$ cat src/rtl/axi4_lite_reg_slave.sv
// AXI4-Lite slave exposing eight 32-bit registers in a 32-byte window at BASE_ADDR.
// Define AXI4_LITE_REG_SLVERR_EN to range-check addresses and answer SLVERR outside the window.
module axi4_lite_reg_slave #(
    parameter logic [31:0] BASE_ADDR   = 32'h0000_1000,
    parameter logic [31:0] RESET_VALUE = 32'h0000_0000
) (
    input  logic        aclk,
    input  logic        aresetn,
    input  logic [31:0] axi_awaddr,
    input  logic        axi_awvalid,
    output logic        axi_awready,
    input  logic [2:0]  axi_awprot,
    input  logic [31:0] axi_wdata,
    input  logic [3:0]  axi_wstrb,
    input  logic        axi_wvalid,
    output logic        axi_wready,
    output logic [1:0]  axi_bresp,
    output logic        axi_bvalid,
    input  logic        axi_bready,
    input  logic [31:0] axi_araddr,
    input  logic        axi_arvalid,
    output logic        axi_arready,
    input  logic [2:0]  axi_arprot,
    output logic [31:0] axi_rdata,
    output logic [1:0]  axi_rresp,
    output logic        axi_rvalid,
    input  logic        axi_rready
);

    localparam logic [1:0] RESP_OKAY   = 2'b00;
    localparam logic [1:0] RESP_SLVERR = 2'b10;

    typedef enum logic [2:0] {IDLE, HAVE_AW, HAVE_W, COMMIT, RESP} wr_state_e;

    wr_state_e   wr_state_q;
    logic [31:0] regs_q [8];
    logic [2:0]  aw_idx_q;
    logic        aw_ok_q;
    logic [31:0] wdata_q;
    logic [3:0]  wstrb_q;
    logic        bvalid_q;
    logic [1:0]  bresp_q;
    logic        rvalid_q;
    logic [31:0] rdata_q;
    logic [1:0]  rresp_q;
    logic [31:0] wr_merged_d;
    logic        aw_in_range;
    logic        ar_in_range;
    logic        aw_hs;
    logic        w_hs;
    logic        ar_hs;

    // Protection bits and the ignored address bits are intentionally dropped.
    logic unused_inputs;
    assign unused_inputs = ^{axi_awprot, axi_arprot, axi_awaddr, axi_araddr, BASE_ADDR};

`ifdef AXI4_LITE_REG_SLVERR_EN
    assign aw_in_range = (axi_awaddr[31:5] == BASE_ADDR[31:5]);
    assign ar_in_range = (axi_araddr[31:5] == BASE_ADDR[31:5]);
`else
    assign aw_in_range = 1'b1;
    assign ar_in_range = 1'b1;
`endif

    assign axi_awready = aresetn && (wr_state_q == IDLE || wr_state_q == HAVE_W);
    assign axi_wready  = aresetn && (wr_state_q == IDLE || wr_state_q == HAVE_AW);
    assign axi_arready = aresetn && !rvalid_q;

    assign aw_hs = axi_awvalid && axi_awready;
    assign w_hs  = axi_wvalid && axi_wready;
    assign ar_hs = axi_arvalid && axi_arready;

    assign axi_bvalid = bvalid_q;
    assign axi_bresp  = bresp_q;
    assign axi_rvalid = rvalid_q;
    assign axi_rdata  = rdata_q;
    assign axi_rresp  = rresp_q;

    genvar gi;
    generate
        for (gi = 0; gi < 4; gi++) begin : g_lane
            assign wr_merged_d[8*gi +: 8] = wstrb_q[gi] ? wdata_q[8*gi +: 8]
                                                        : regs_q[aw_idx_q][8*gi +: 8];
        end
    endgenerate

    // Handshakes can only occur in states whose ready is high, so capture is unconditional.
    always_ff @(posedge aclk) begin
        if (!aresetn) begin
            wr_state_q <= IDLE;
            aw_idx_q   <= '0;
            aw_ok_q    <= 1'b0;
            wdata_q    <= '0;
            wstrb_q    <= '0;
            bvalid_q   <= 1'b0;
            bresp_q    <= RESP_OKAY;
            for (int i = 0; i < 8; i++) begin
                regs_q[i] <= RESET_VALUE;
            end
        end else begin
            if (aw_hs) begin
                aw_idx_q <= axi_awaddr[4:2];
                aw_ok_q  <= aw_in_range;
            end
            if (w_hs) begin
                wdata_q <= axi_wdata;
                wstrb_q <= axi_wstrb;
            end
            case (wr_state_q)
                IDLE: begin
                    if (aw_hs && w_hs) begin
                        wr_state_q <= COMMIT;
                    end else if (aw_hs) begin
                        wr_state_q <= HAVE_AW;
                    end else if (w_hs) begin
                        wr_state_q <= HAVE_W;
                    end
                end
                HAVE_AW: if (w_hs)  wr_state_q <= COMMIT;
                HAVE_W:  if (aw_hs) wr_state_q <= COMMIT;
                COMMIT: begin
                    if (aw_ok_q) begin
                        regs_q[aw_idx_q] <= wr_merged_d;
                    end
                    bvalid_q   <= 1'b1;
                    bresp_q    <= aw_ok_q ? RESP_OKAY : RESP_SLVERR;
                    wr_state_q <= RESP;
                end
                RESP: begin
                    if (axi_bready) begin
                        bvalid_q   <= 1'b0;
                        wr_state_q <= IDLE;
                    end
                end
                default: wr_state_q <= IDLE;
            endcase
        end
    end

    // A read on the commit edge samples regs_q before the nonblocking update lands.
    always_ff @(posedge aclk) begin
        if (!aresetn) begin
            rvalid_q <= 1'b0;
            rdata_q  <= '0;
            rresp_q  <= RESP_OKAY;
        end else if (ar_hs) begin
            rvalid_q <= 1'b1;
            rdata_q  <= ar_in_range ? regs_q[axi_araddr[4:2]] : '0;
            rresp_q  <= ar_in_range ? RESP_OKAY : RESP_SLVERR;
        end else if (rvalid_q && axi_rready) begin
            rvalid_q <= 1'b0;
        end
    end

endmodule

$ cat config.mk
export PLATFORM = sky130hd
export DESIGN_NAME = axi4_lite_reg_slave
export DESIGN_NICKNAME = d
export VERILOG_FILES = /design/src/rtl/axi4_lite_reg_slave.sv
export SDC_FILE = /design/constraint.sdc
export NUM_CORES = 1
export LEC_CHECK = 0
export BUFFER_PORTS_ARGS = -buffer_cell sky130_fd_sc_hd__buf_2
export CAP_MARGIN = 20
export CORE_MARGIN = 3
export CORE_UTILIZATION = 42
export CTS_CLUSTER_SIZE = 14
export DETAILED_ROUTE_END_ITERATION = 6
export PLACE_DENSITY = 0.61
export RECOVER_POWER = 50
export SLEW_MARGIN = 10
export SYNTH_ARGS = -nofsm -noshare
export SYNTH_HDL_FRONTEND = slang
export SYNTH_SLANG_ARGS = --single-unit
$ cat constraint.sdc
create_clock -name aclk -period 2.67 [get_ports aclk]
set_clock_uncertainty 0.05 [all_clocks]
set_input_delay 0.534 -clock aclk [delete_from_list [all_inputs] [get_ports aclk]]
set_output_delay 0.534 -clock aclk [all_outputs]
set_load 0.02 [all_outputs]
# Word-level counts from Yosys, hierarchy flattened
# Memories as Yosys holds them, arrays and structs flattened. A register that Yosys moved wholly into a read port is not among the register bits.
# Cells that the tools add are included.
[op_classes]
eq_ne = 12
muxes = 24
n_reduce_logical = 22
[ops]
columns = ["cell", "count"]
rows = [
  ["$mux W32", 1],
  ["$mux W8", 4],
  ["$reduce_or A32 Y1", 1],
  ["$mux W3", 7],
  ["$pmux W3 S5", 1],
  ["$reduce_and A2 Y1", 5],
  ["$logic_and A1 B1 Y1", 8],
  ["$mux W1", 8],
  ["$eq A3 B2 Y1 const B", 2],
  ["$ne A2 B2 Y1 const B", 3],
  ["$mux W4", 1],
  ["$ne A1 B1 Y1 const B", 4],
  ["$ne A4 B3 Y1 const B", 1],
  ["$reduce_and A4 Y1", 1],
  ["$reduce_bool A2 Y1", 2],
  ["$eq A3 B1 Y1 const B", 1],
  ["$eq A3 B3 Y1 const B", 1],
  ["$logic_not A3 Y1", 1],
  ["$logic_not A1 Y1", 2],
  ["$logic_or A1 B1 Y1", 2],
  ["$mux W2", 1],
  ["$pmux W1 S2", 1],
]
[word_totals]
ff_bits = 47
ramBits = 256
input_bits = 113
memories = 1
wordCells = 67
output_inout_bits = 41
[memory_table]
columns = ["memory", "depth", "width", "read_ports", "rd_clocked_by_memory_dff", "write_ports", "line", "text"]
rows = [
  ["regs_q", 8, 32, 1, 1, 8, "36", "logic [31:0] regs_q [8];"],
]

# Depth between registers and ports, before layout
# Gate-level depths: netlist of the first run.
[depth]
ltp_word = 8
depth_mapped = 6
ltp_nobuf = 3

# Worst setup path after synthesis of the first run
# No wires, ideal clock.
[synth_timing]
path_kind = "in2out"
start = "in aresetn"
end = "out axi_arready"
required_ns = 2.086
arrival_time_ns = 1.409
stages = 3
slack_ns = 0.677
n_path_buf = 2
path_cell_list = "clkbuf_1 clkbuf_1 nor2b_1"
[synth_between]
elab_chain_len = 1
[synth_rtl]
columns = ["element", "line", "text"]
rows = [
  ["start: declaration", "8", "input logic aresetn,"],
  ["$logic_and A1 B1 Y1", "67", "assign axi_arready = aresetn && !rvalid_q;"],
  ["end: declaration", "22", "output logic axi_arready,"],
]
# No other way between the ends.

==> key figures, run 1 <==
Clocking
  – Worst-path clk slew: 0.05 ns
  – CTS resizes: 0
  – Clock latency on the worst-skew pair: 0.51 ns
  – Total CTS buffers: 37
  – # hold bufs at CTS: 0
  – Clock sinks: 334
  – CTS tree: built
  – H-tree depth: 2
  – Root buffer cell: clkbuf_16
  – Post-CTS setup buffers: 0
  – Longest Clk Path Bufs: 3

Die
  – Die Span Y: 195.9 µm
  – Die area: 0.03838 mm²
  – # IOs: 154
  – Initial Util: 0.4322
  – Num rows: 68
  – Die width: 195.9 µm
  – Core area: 0.03505 mm²

Final layout
  – Most frequent cells in the layout: 256 x edfxtp_1, 162 x and2_1, 94 x and2_0
  – # nets final: 1,333
  – Layout area overhead: 11.45%
  – Share of cells above drive strength 1: 0.1446
  – Fillers: 3,181
  – Utilization of the core after routing: 0.4817
  – Antenna cells: 0
  – Most common cell after layout, fill and taps aside: edfxtp_1

STA
  – Crit share post-route: 0.8991
  – Slew @ Worst Pin: 0.9144 ns
  – Fin. max-slew vios: 0
  – Fmax: 0.4165 GHz
  – Rel. slew slack: 0.3904
  – Tmin final: 2.401 ns
  – Setup_tns: 0 ns
  – Final-report hold violation count: 0
  – RSZ-0062 raised after global routing: no
  – Final setup fails: 0

Pwr
  – Maximum vdd drop: 0.3690 mV
  – P per Cell Area: 673.1 mW/mm²
  – Static Leakage: 6.125 nW

Critical path
  – Crit-path max FO: 9
  – Reg-to-reg slack, setup: 0.27 ns
  – CP Launch Type: register
  – R2R depth: 3
  – CP Capture Type: register
  – Crit path kind: reg2reg
  – Worst reg2reg startpoint: aw_idx_q[2]
  – Worst path arrival time: 2.51 ns
  – Worst path required time: 2.78 ns
  – Reg-to-reg critical path endpoint: regs_q[7][15]

Logic synthesis
  – Post-synthesis mux area share: 0.09779
  – Cell variety after synth: 40
  – Prevailing post-synth register cell: edfxtp_1
  – Largest family of logic cells by synthesized area: simple AND/OR/NAND/NOR gates
  – Sequential-to-total area share from yosys stat: 0.6105
  – Synth warn: 0
  – Compound-Gate Fraction of Synth Area: 0.05104
  – Xor/xnor share of the synthesized area: 0
  – Fraction of the mapped netlist area in adder cells: 0
  – #FFs+latches synth: 334
  – Syn Area/Cell: 13.73 µm²
  – Post-Syn Instances: 1,103
  – Synthesized cell area: 0.01515 mm²
  – Ys async rst share: 0
  – Post-synth EDFFs: 256
  – Synth Area in Simple Gates: 0.2166

Outcome
  – Outcome: finished clean

Place
  – Routability congestion estimate: 0.7577
  – DP HPWL: 22,850 µm
  – PortBufs: 86

Worst hold path
  – Hold-critical path depth: 3
  – Hold Path End: wdata_q[11]
  – Min-delay src: axi_wdata[11]
  – Hold crit path type: in2reg

Routing
  – Final WL: 34,290 µm
  – Final ANT Viol Nets: 0
  – Initial DRC Count: 469
  – Vias post-DR: 8,823
  – DRC viols: 0
  – DR WL/cell: 20.17 µm
  – Via-per-instance ratio: 5.190
  – DRT Pass-1 Iters: 4

Global route
  – First-pass GRT wire length: 53,650 µm
  – Initial antenna violation count: 0
  – Largest net degree at the start of global routing: 114
  – Total GRT Usage: 0.1792
  – Total gr overflow: 0
  – Vias in the first global route: 9,007

Run
  – Max-cap violation count: 0
==> cell usage after synthesis (26+ instances only) <==
cell type / n / area (µm²)
and2_1: 256 / 1602
dfxtp_1: 78 / 1562
edfxtp_1: 256 / 7687
nand2_1: 77 / 289.0
a21boi_1: 37 / 277.8
mux2_1: 56 / 630.6
o31ai_1: 33 / 247.7
o22ai_1: 32 / 200.2
nand2b_1: 35 / 219.0
clkbuf_1: 26 / 97.59
nand3_1: 33 / 165.2
mux4_2: 32 / 720.7
==> worst max-delay path, cell delays in order, from the launching register on <==
cell      delay [ns]
dfxtp_1         0.49
nand3_1         0.43
nor4_1          0.63
nand2b_1        0.45
==> stage by stage <==
stage	setup slack (ns)	hold WS (ns)	power, mW	instances	instance area (µm²)
5_1_grt	0.1660	0.2048	11.75	1700	16880
4_1_cts	0.3361	0.1992	11.53	1700	17420
3_3_place_gp	0.3362	0.3981	6.853	1636	16320
3_5_place_dp	0.2798	0.4036	6.872	1636	16320
6_report	0.2693	0.2190	11.36	1700	16880
2_1_floorplan	0.6771	0.3853	6.544	1105	15160
==> flip-flops by register name, indices dropped and copies added, names as in the netlist, 3 cells and up <==
signal	cells
aw_idx_q	3
axi_rdata	32
regs_q	256
wdata_q	32
wr_state_q	3
wstrb_q	4
==> routing by layer <==
layer	vias to the layer above	global-route usage	part of all wire
met5	-	0	0
met4	0	0.04647	0.020
met3	48	0.02679	0.041
met2	177	0.2993	0.48
met1	4350	0.2469	0.46
li1	4248	-	-
==> kinds of logic after synthesis <==
kind of cell    after synthesis
mux                         100
other cells                   1
flops                       334
buf+inv                      68
simple gates                491
compound gates              109
==> layout make-up <==
cell class / instances / area (µm²) / share of cell area
repair buffers: 138 / 747.0 / 0.04424
clock buffers: 52 / 1012 / 0.05995
clock inverters: 12 / 82.58 / 0.004891
well taps: 455 / 569.3 / 0.03372
multi-input cells: 703 / 5201 / 0.3081
inverters: 6 / 22.52 / 0.001334
flip-flops and latches: 334 / 9249 / 0.5478
==> how the worst max path moves through the flow <==
stage               endpoint  slack (ns)          start
3_3_place_gp   regs_q[5][18]        0.34        aresetn
5_1_grt          wdata_q[26]        0.17        aresetn
6_report       regs_q[7][15]        0.27    aw_idx_q[2]
3_5_place_dp   regs_q[6][24]        0.28        aresetn
4_1_cts        regs_q[6][28]        0.34  wr_state_q[0]
2_1_floorplan    axi_arready        0.68        aresetn
==> power breakdown <==
| group | switching, mW | internal (mW) |
|---|---|---|
| registers | 0.131 | 5.78 |
| logic | 0.491 | 0.279 |
| clock network | 1.95 | 2.73 |
| total | 2.57 | 8.79 |
(Power assumes the default switching activity.)
==> run 2, diff against run 1 <==
--- a/config.mk
+++ b/config.mk
@@ -11,7 +11,7 @@
 export CORE_UTILIZATION = 42
 export CTS_CLUSTER_SIZE = 14
 export DETAILED_ROUTE_END_ITERATION = 6
-export PLACE_DENSITY = 0.61
+export PLACE_DENSITY = 0.59
 export RECOVER_POWER = 50
 export SLEW_MARGIN = 10
 export SYNTH_ARGS = -nofsm -noshare
==> run 2 against run 1 <==
The flow now finishes with violations (max-capacitance violations, max-slew violations); global-route usage is 0.15 points lower; hold slack hardly changed; sequential share of layout area is 0.84 points lower; clock power is 7.5% higher; first-iteration DRC count is 11% higher; via count hardly changed; critical endpoint is now regs_q[5][5].
==> key figures, run 2 (same netlist as run 1, synthesis figures left out) <==
Worst hold path
  – Hold-critical path depth: 3 (unchanged)
  – Min-delay src: axi_wdata[8] (was axi_wdata[11])
  – Hold Path End: wdata_q[8] (was wdata_q[11])
  – Hold crit path type: in2reg (unchanged)

Critical path
  – Crit path kind: reg2reg (unchanged)
  – Worst path arrival time: 2.47 ns (was 2.51 ns)
  – Worst reg2reg startpoint: wr_state_q[0] (was aw_idx_q[2])
  – R2R depth: 4 (was 3)
  – Worst path required time: 2.76 ns (was 2.78 ns)
  – Reg-to-reg critical path endpoint: regs_q[5][5] (was regs_q[7][15])
  – Crit-path max FO: 32 (was 9)
  – CP Capture Type: register (unchanged)
  – Reg-to-reg slack, setup: 0.30 ns (was 0.27 ns)
  – CP Launch Type: register (unchanged)

Final layout
  – Final cell count without fillers: 1,712 (was 1,700)
  – Max FFs per register: 256 (unchanged)
  – Most frequent cells in the layout: 256 x edfxtp_1, 163 x and2_1, 93 x and2_0 (was 256 x edfxtp_1, 162 x and2_1, 94 x and2_0)
  – Antenna cells: 0 (unchanged)
  – Most flops, register: regs_q (unchanged)
  – Utilization of the core after routing: 0.4891 (was 0.4817)
  – Share of cells above drive strength 1: 0.1647 (was 0.1446)
  – Layout area overhead: 13.18% (was 11.45%)
  – # nets final: 1,344 (was 1,333)
  – Cell area after layout: 0.01715 mm² (was 0.01688 mm²)
  – Most common cell after layout, fill and taps aside: edfxtp_1 (unchanged)

Global route
  – Total gr overflow: 0 (unchanged)
  – First-pass GRT wire length: 53,070 µm (was 53,650 µm)
  – Vias in the first global route: 9,120 (was 9,007)
  – Total GRT Usage: 0.1777 (was 0.1792)
  – Largest net degree at the start of global routing: 102 (was 114)
  – Initial antenna violation count: 0 (unchanged)

Clocking
  – CTS resizes: 0 (unchanged)
  – Clock sinks: 334 (unchanged)
  – Root buffer cell: clkbuf_16 (unchanged)
  – Longest Clk Path Bufs: 3 (unchanged)
  – Worst-path clk slew: 0.06 ns (was 0.05 ns)
  – Clock latency on the worst-skew pair: 0.50 ns (was 0.51 ns)
  – # hold bufs at CTS: 0 (unchanged)
  – Post-CTS setup buffers: 0 (unchanged)
  – CTS tree: built (unchanged)
  – H-tree depth: 2 (unchanged)
  – Total CTS buffers: 36 (was 37)

STA
  – Slew @ Worst Pin: 1.785 ns (was 0.9144 ns)
  – Rel. slew slack: -0.1902 (was 0.3904)
  – Setup_tns: 0 ns (unchanged)
  – Worst hold slack: 0.2193 ns (was 0.2190 ns)
  – Worst setup slack after layout: 0.2964 ns (was 0.2693 ns)
  – Crit share post-route: 0.8890 (was 0.8991)
  – Fin. max-slew vios: 33 (was 0)
  – Final-report hold violation count: 0 (unchanged)
  – Final setup fails: 0 (unchanged)
  – RSZ-0062 raised after global routing: no (unchanged)
  – Tmin final: 2.374 ns (was 2.401 ns)
  – Fmax: 0.4213 GHz (was 0.4165 GHz)

Routing
  – Initial DRC Count: 520 (was 469)
  – DR WL/cell: 19.87 µm (was 20.17 µm)
  – DRT Pass-1 Iters: 5 (was 4)
  – Final WL: 34,020 µm (was 34,290 µm)
  – DRC viols: 0 (unchanged)
  – Via-per-instance ratio: 5.153 (was 5.190)
  – Final ANT Viol Nets: 0 (unchanged)
  – Vias post-DR: 8,822 (was 8,823)

Place
  – Routability congestion estimate: 0.7661 (was 0.7577)
  – Cell count after placement: 1,647 (was 1,636)
  – DP HPWL: 22,970 µm (was 22,850 µm)
  – PortBufs: 86 (unchanged)
  – Pre-CTS setup slack: 0.2601 ns (was 0.2798 ns)
  – Placed Area: 0.01638 mm² (was 0.01632 mm²)

Outcome
  – Outcome: finished with violations (was finished clean)
  – Failing checks: max-capacitance violations, max-slew violations

Die
  – # IOs: 154 (unchanged)
  – Die width: 195.9 µm (unchanged)
  – Initial Util: 0.4322 (unchanged)
  – Core area: 0.03505 mm² (unchanged)
  – Die area: 0.03838 mm² (unchanged)
  – Die Span Y: 195.9 µm (unchanged)
  – Num rows: 68 (unchanged)

Run
  – Max-cap violation count: 1 (was 0)

Pwr
  – P per Cell Area: 684.9 mW/mm² (was 673.1 mW/mm²)
  – Static Leakage: 6.267 nW (was 6.125 nW)
  – Maximum vdd drop: 0.4046 mV (was 0.3690 mV)
  – Overall Power: 11.74 mW (was 11.36 mW)
[run 2: changes by cell type in the layout (fill, tap and decap cells not counted), sizes merged]
cell / change
buf: +16
bufinv: +1
clkbuf: +2
clkinv: -7
[run 2: layout make-up]
type | count | area, µm²
repair buffers | 150 | 852.1
fillers | 3153 | 17910
inverters | 6 | 22.52
well taps | 455 | 569.3
clock buffers | 58 | 1136
multi-input cells | 703 | 5238
clock inverters | 6 | 80.08
flip-flops and latches | 334 | 9249
[run 2: per-layer routing]
metal | up-vias | global-route usage | wire length [µm]
li1 | 4258 | - | -
met1 | 4358 | 0.2377 | 15190
met5 | - | 0 | 0
met4 | 0 | 0.05149 | 845
met2 | 149 | 0.3016 | 16680
met3 | 57 | 0.02748 | 1308
[run 2: how the worst max path moves through the flow]
stage	cells past startpoint	startpoint	to	slack (ns)
floorplan	3	aresetn	axi_arready	0.68
detailed placement	5	aresetn	regs_q[7][28]	0.26
global route	6	aresetn	wstrb_q[0]	0.15
finish	4	wr_state_q[0]	regs_q[5][5]	0.30
CTS	4	wr_state_q[1]	regs_q[7][31]	0.38
global placement	5	aresetn	regs_q[7][28]	0.31
[run 2: critical path, cell delays in order, from the launching register on]
cell and delay, ns:
dfxtp_1 0.52, nand4b_1 0.25, buf_12 0.26, nor4_1 0.46
nand2b_1 0.47
[run 2: power by group]
| group | total [mW] | internal (mW) | switching, mW |
|---|---|---|---|
| clock network | 5.03 | 3.10 | 1.94 |
| logic | 0.800 | 0.301 | 0.499 |
| registers | 5.91 | 5.78 | 0.129 |
==> run 3, diff against run 2 <==
--- a/config.mk
+++ b/config.mk
@@ -11,7 +11,7 @@
 export CORE_UTILIZATION = 42
 export CTS_CLUSTER_SIZE = 14
 export DETAILED_ROUTE_END_ITERATION = 6
-export PLACE_DENSITY = 0.59
+export PLACE_DENSITY = 0.61
 export RECOVER_POWER = 50
 export SLEW_MARGIN = 10
 export SYNTH_ARGS = -nofsm -noshare
==> constraint.sdc (replaced) <==
create_clock -name aclk -period 2 [get_ports aclk]
set_clock_uncertainty 0.05 [all_clocks]
set_input_delay 0.4 -clock aclk [delete_from_list [all_inputs] [get_ports aclk]]
set_output_delay 0.4 -clock aclk [all_outputs]
set_load 0.02 [all_outputs]
==> run 3 against run 2 <==
The run now ends clean; clock-buffer cell count is 4 lower; maximum frequency is 25% higher; register-to-register slack worse by 0.19 ns; combinational power is 50% higher; final area is 4.3% higher; power is 36% higher; critical path type unchanged; critical endpoint is now regs_q[7][14].
==> key figures, run 3 (same netlist as run 1, synthesis figures left out) <==
STA
  – Fmax: 0.5280 GHz (was 0.4213 GHz)
  – Final setup fails: 0 (unchanged)
  – Fin. max-slew vios: 0 (was 33)
  – RSZ-0062 raised after global routing: no (unchanged)
  – Worst hold slack: 0.07576 ns (was 0.2193 ns)
  – Tmin final: 1.894 ns (was 2.374 ns)
  – Crit share post-route: 0.9470 (was 0.8890)
  – Final-report hold violation count: 0 (unchanged)
  – Rel. slew slack: 0.3920 (was -0.1902)
  – Setup_tns: 0 ns (unchanged)
  – Slew @ Worst Pin: 0.9120 ns (was 1.785 ns)
  – Worst setup slack after layout: 0.1061 ns (was 0.2964 ns)

Place
  – Routability congestion estimate: 0.7532 (was 0.7661)
  – Placed Area: 0.01695 mm² (was 0.01638 mm²)
  – Pre-CTS setup slack: 0.03868 ns (was 0.2601 ns)
  – DP HPWL: 23,820 µm (was 22,970 µm)
  – Cell count after placement: 1,696 (was 1,647)
  – PortBufs: 86 (unchanged)

Final layout
  – Cell area after layout: 0.01788 mm² (was 0.01715 mm²)
  – Layout area overhead: 18.00% (was 13.18%)
  – Most flops, register: regs_q (unchanged)
  – Final cell count without fillers: 1,763 (was 1,712)
  – Share of cells above drive strength 1: 0.2050 (was 0.1647)
  – Most frequent cells in the layout: 256 x edfxtp_1, 173 x and2_1, 83 x and2_0 (was 256 x edfxtp_1, 163 x and2_1, 93 x and2_0)
  – # nets final: 1,392 (was 1,344)
  – Max FFs per register: 256 (unchanged)
  – Utilization of the core after routing: 0.5100 (was 0.4891)
  – Most common cell after layout, fill and taps aside: edfxtp_1 (unchanged)

Global route
  – Met2 global-route usage: 0.3132 (was 0.3016)
  – Initial antenna violation count: 3 (was 0)
  – Vias in the first global route: 9,572 (was 9,120)
  – Total GRT Usage: 0.1833 (was 0.1777)
  – Most used routing layer: met2 (unchanged)
  – Grt met3 use: 0.02542 (was 0.02748)
  – Total gr overflow: 0 (unchanged)
  – First-pass GRT wire length: 55,270 µm (was 53,070 µm)
  – Met1 usage: 0.2471 (was 0.2377)
  – Largest net degree at the start of global routing: 83 (was 102)

Critical path
  – Crit path kind: reg2reg (unchanged)
  – Slowest Stage Delay on Critical Path: 0.50 ns (was 0.52 ns)
  – Crit path launch: aw_ok_q (was wr_state_q[0])
  – Worst reg2reg startpoint: aw_ok_q (was wr_state_q[0])
  – Slowest cell on crit path: nor4_2 (was dfxtp_1)
  – Worst path required time: 2.18 ns (was 2.76 ns)
  – Worst path arrival time: 2.07 ns (was 2.47 ns)
  – CP Cell Sequence: inv_2, buf_6, nor4_2, nand2b_1, buf_12 (was nand4b_1, buf_12, nor4_1, nand2b_1)
  – CP Launch Type: register (unchanged)
  – Crit-path max FO: 24 (was 32)
  – CP Capture Type: register (unchanged)

Pwr
  – P per Cell Area: 895.7 mW/mm² (was 684.9 mW/mm²)
  – Maximum vdd drop: 0.4758 mV (was 0.4046 mV)
  – Overall Power: 16.01 mW (was 11.74 mW)
  – Static Leakage: 6.671 nW (was 6.267 nW)

Run
  – Max-cap violation count: 0 (was 1)

Clocking
  – H-tree depth: 2 (unchanged)
  – Worst-path clk slew: 0.06 ns (about the same)
  – Root buffer cell: clkbuf_16 (unchanged)
  – Clock latency on the worst-skew pair: 0.51 ns (was 0.50 ns)
  – CTS resizes: 0 (unchanged)
  – Longest Clk Path Bufs: 3 (unchanged)
  – Post-CTS setup buffers: 0 (unchanged)
  – Total CTS buffers: 36 (unchanged)
  – Clock sinks: 334 (unchanged)
  – CTS tree: built (unchanged)
  – # hold bufs at CTS: 0 (unchanged)

Routing
  – DRT Pass-1 Iters: 4 (was 5)
  – DRC viols: 0 (unchanged)
  – Initial DRC Count: 408 (was 520)
  – Final WL: 34,900 µm (was 34,020 µm)
  – DR WL/cell: 19.80 µm (was 19.87 µm)
  – Via-per-instance ratio: 5.166 (was 5.153)
  – Final ANT Viol Nets: 0 (unchanged)
  – Vias post-DR: 9,108 (was 8,822)

Die
  – Initial Util: 0.4322 (unchanged)
  – Core area: 0.03505 mm² (unchanged)
  – Die width: 195.9 µm (unchanged)
  – Die area: 0.03838 mm² (unchanged)
  – Die Span Y: 195.9 µm (unchanged)
  – # IOs: 154 (unchanged)
  – Num rows: 68 (unchanged)

Worst hold path
  – Min-delay src: axi_wstrb[3] (was axi_wdata[8])
  – Hold crit path type: in2reg (unchanged)

Outcome
  – Outcome: finished clean (was finished with violations)
-- run 3: cell types whose count changed in the layout (fill, tap and decap cells not counted), moves of 2 or more --
cell | previous run | this run
and2_1 | 163 | 173
buf_12 | 6 | 20
nor4_1 | 16 | 3
buf_4 | 34 | 57
clkbuf_2 | 2 | 10
nor4_2 | 1 | 4
clkinv_2 | 4 | 1
clkinv_1 | 0 | 3
inv_6 | 0 | 2
nor4_4 | 7 | 17
clkbuf_8 | 11 | 6
clkbuf_1 | 68 | 70
bufinv_16 | 2 | 5
and2_0 | 93 | 83
-- run 3: layout make-up --
cell class | instances | area [µm²]
Multi-Input combinational cell | 703 | 5424
Fill cell | 3050 | 17180
Antenna cell | 1 | 2.502
Sequential cell | 334 | 9249
Inverter | 6 | 22.52
Clock inverter | 12 | 191.4
Tap cell | 455 | 569.3
Timing Repair Buffer | 198 | 1369
Clock buffer | 54 | 1050
-- run 3: worst max-delay path, delay by kind of cell (launching register included) --
| family | cells | cell delay (ns) |
|---|---|---|
| DFF | 1 | 0.42 |
| and+or+nand+nor | 2 | 0.72 |
| buffers and inverters | 3 | 0.41 |
-- run 3: final timing paths --
check / end / slack (ns) / depth (start not counted)
worst max-delay path: regs_q[7][14] / 0.11 / 5
worst min-delay path: wstrb_q[3] / 0.08 / 3
worst max register to register: regs_q[7][14] / 0.11 / 5
worst min register to register: wstrb_q[3] / 0.41 / 2
-- run 3: report_power, final --
part | internal (mW) | total (mW) | switching (mW) | leakage, nW
Combinational | 0.482 | 1.20 | 0.716 | 2.79
Clock | 4.28 | 6.93 | 2.65 | 0.601
Sequential | 7.71 | 7.88 | 0.170 | 3.28
-- run 3: metal layers --
metal  up-vias  part of all wire
li1       4362                 -
met1      4541              0.45
met2       153              0.49
met3        52             0.035
met4         0             0.023
met5         -                 0
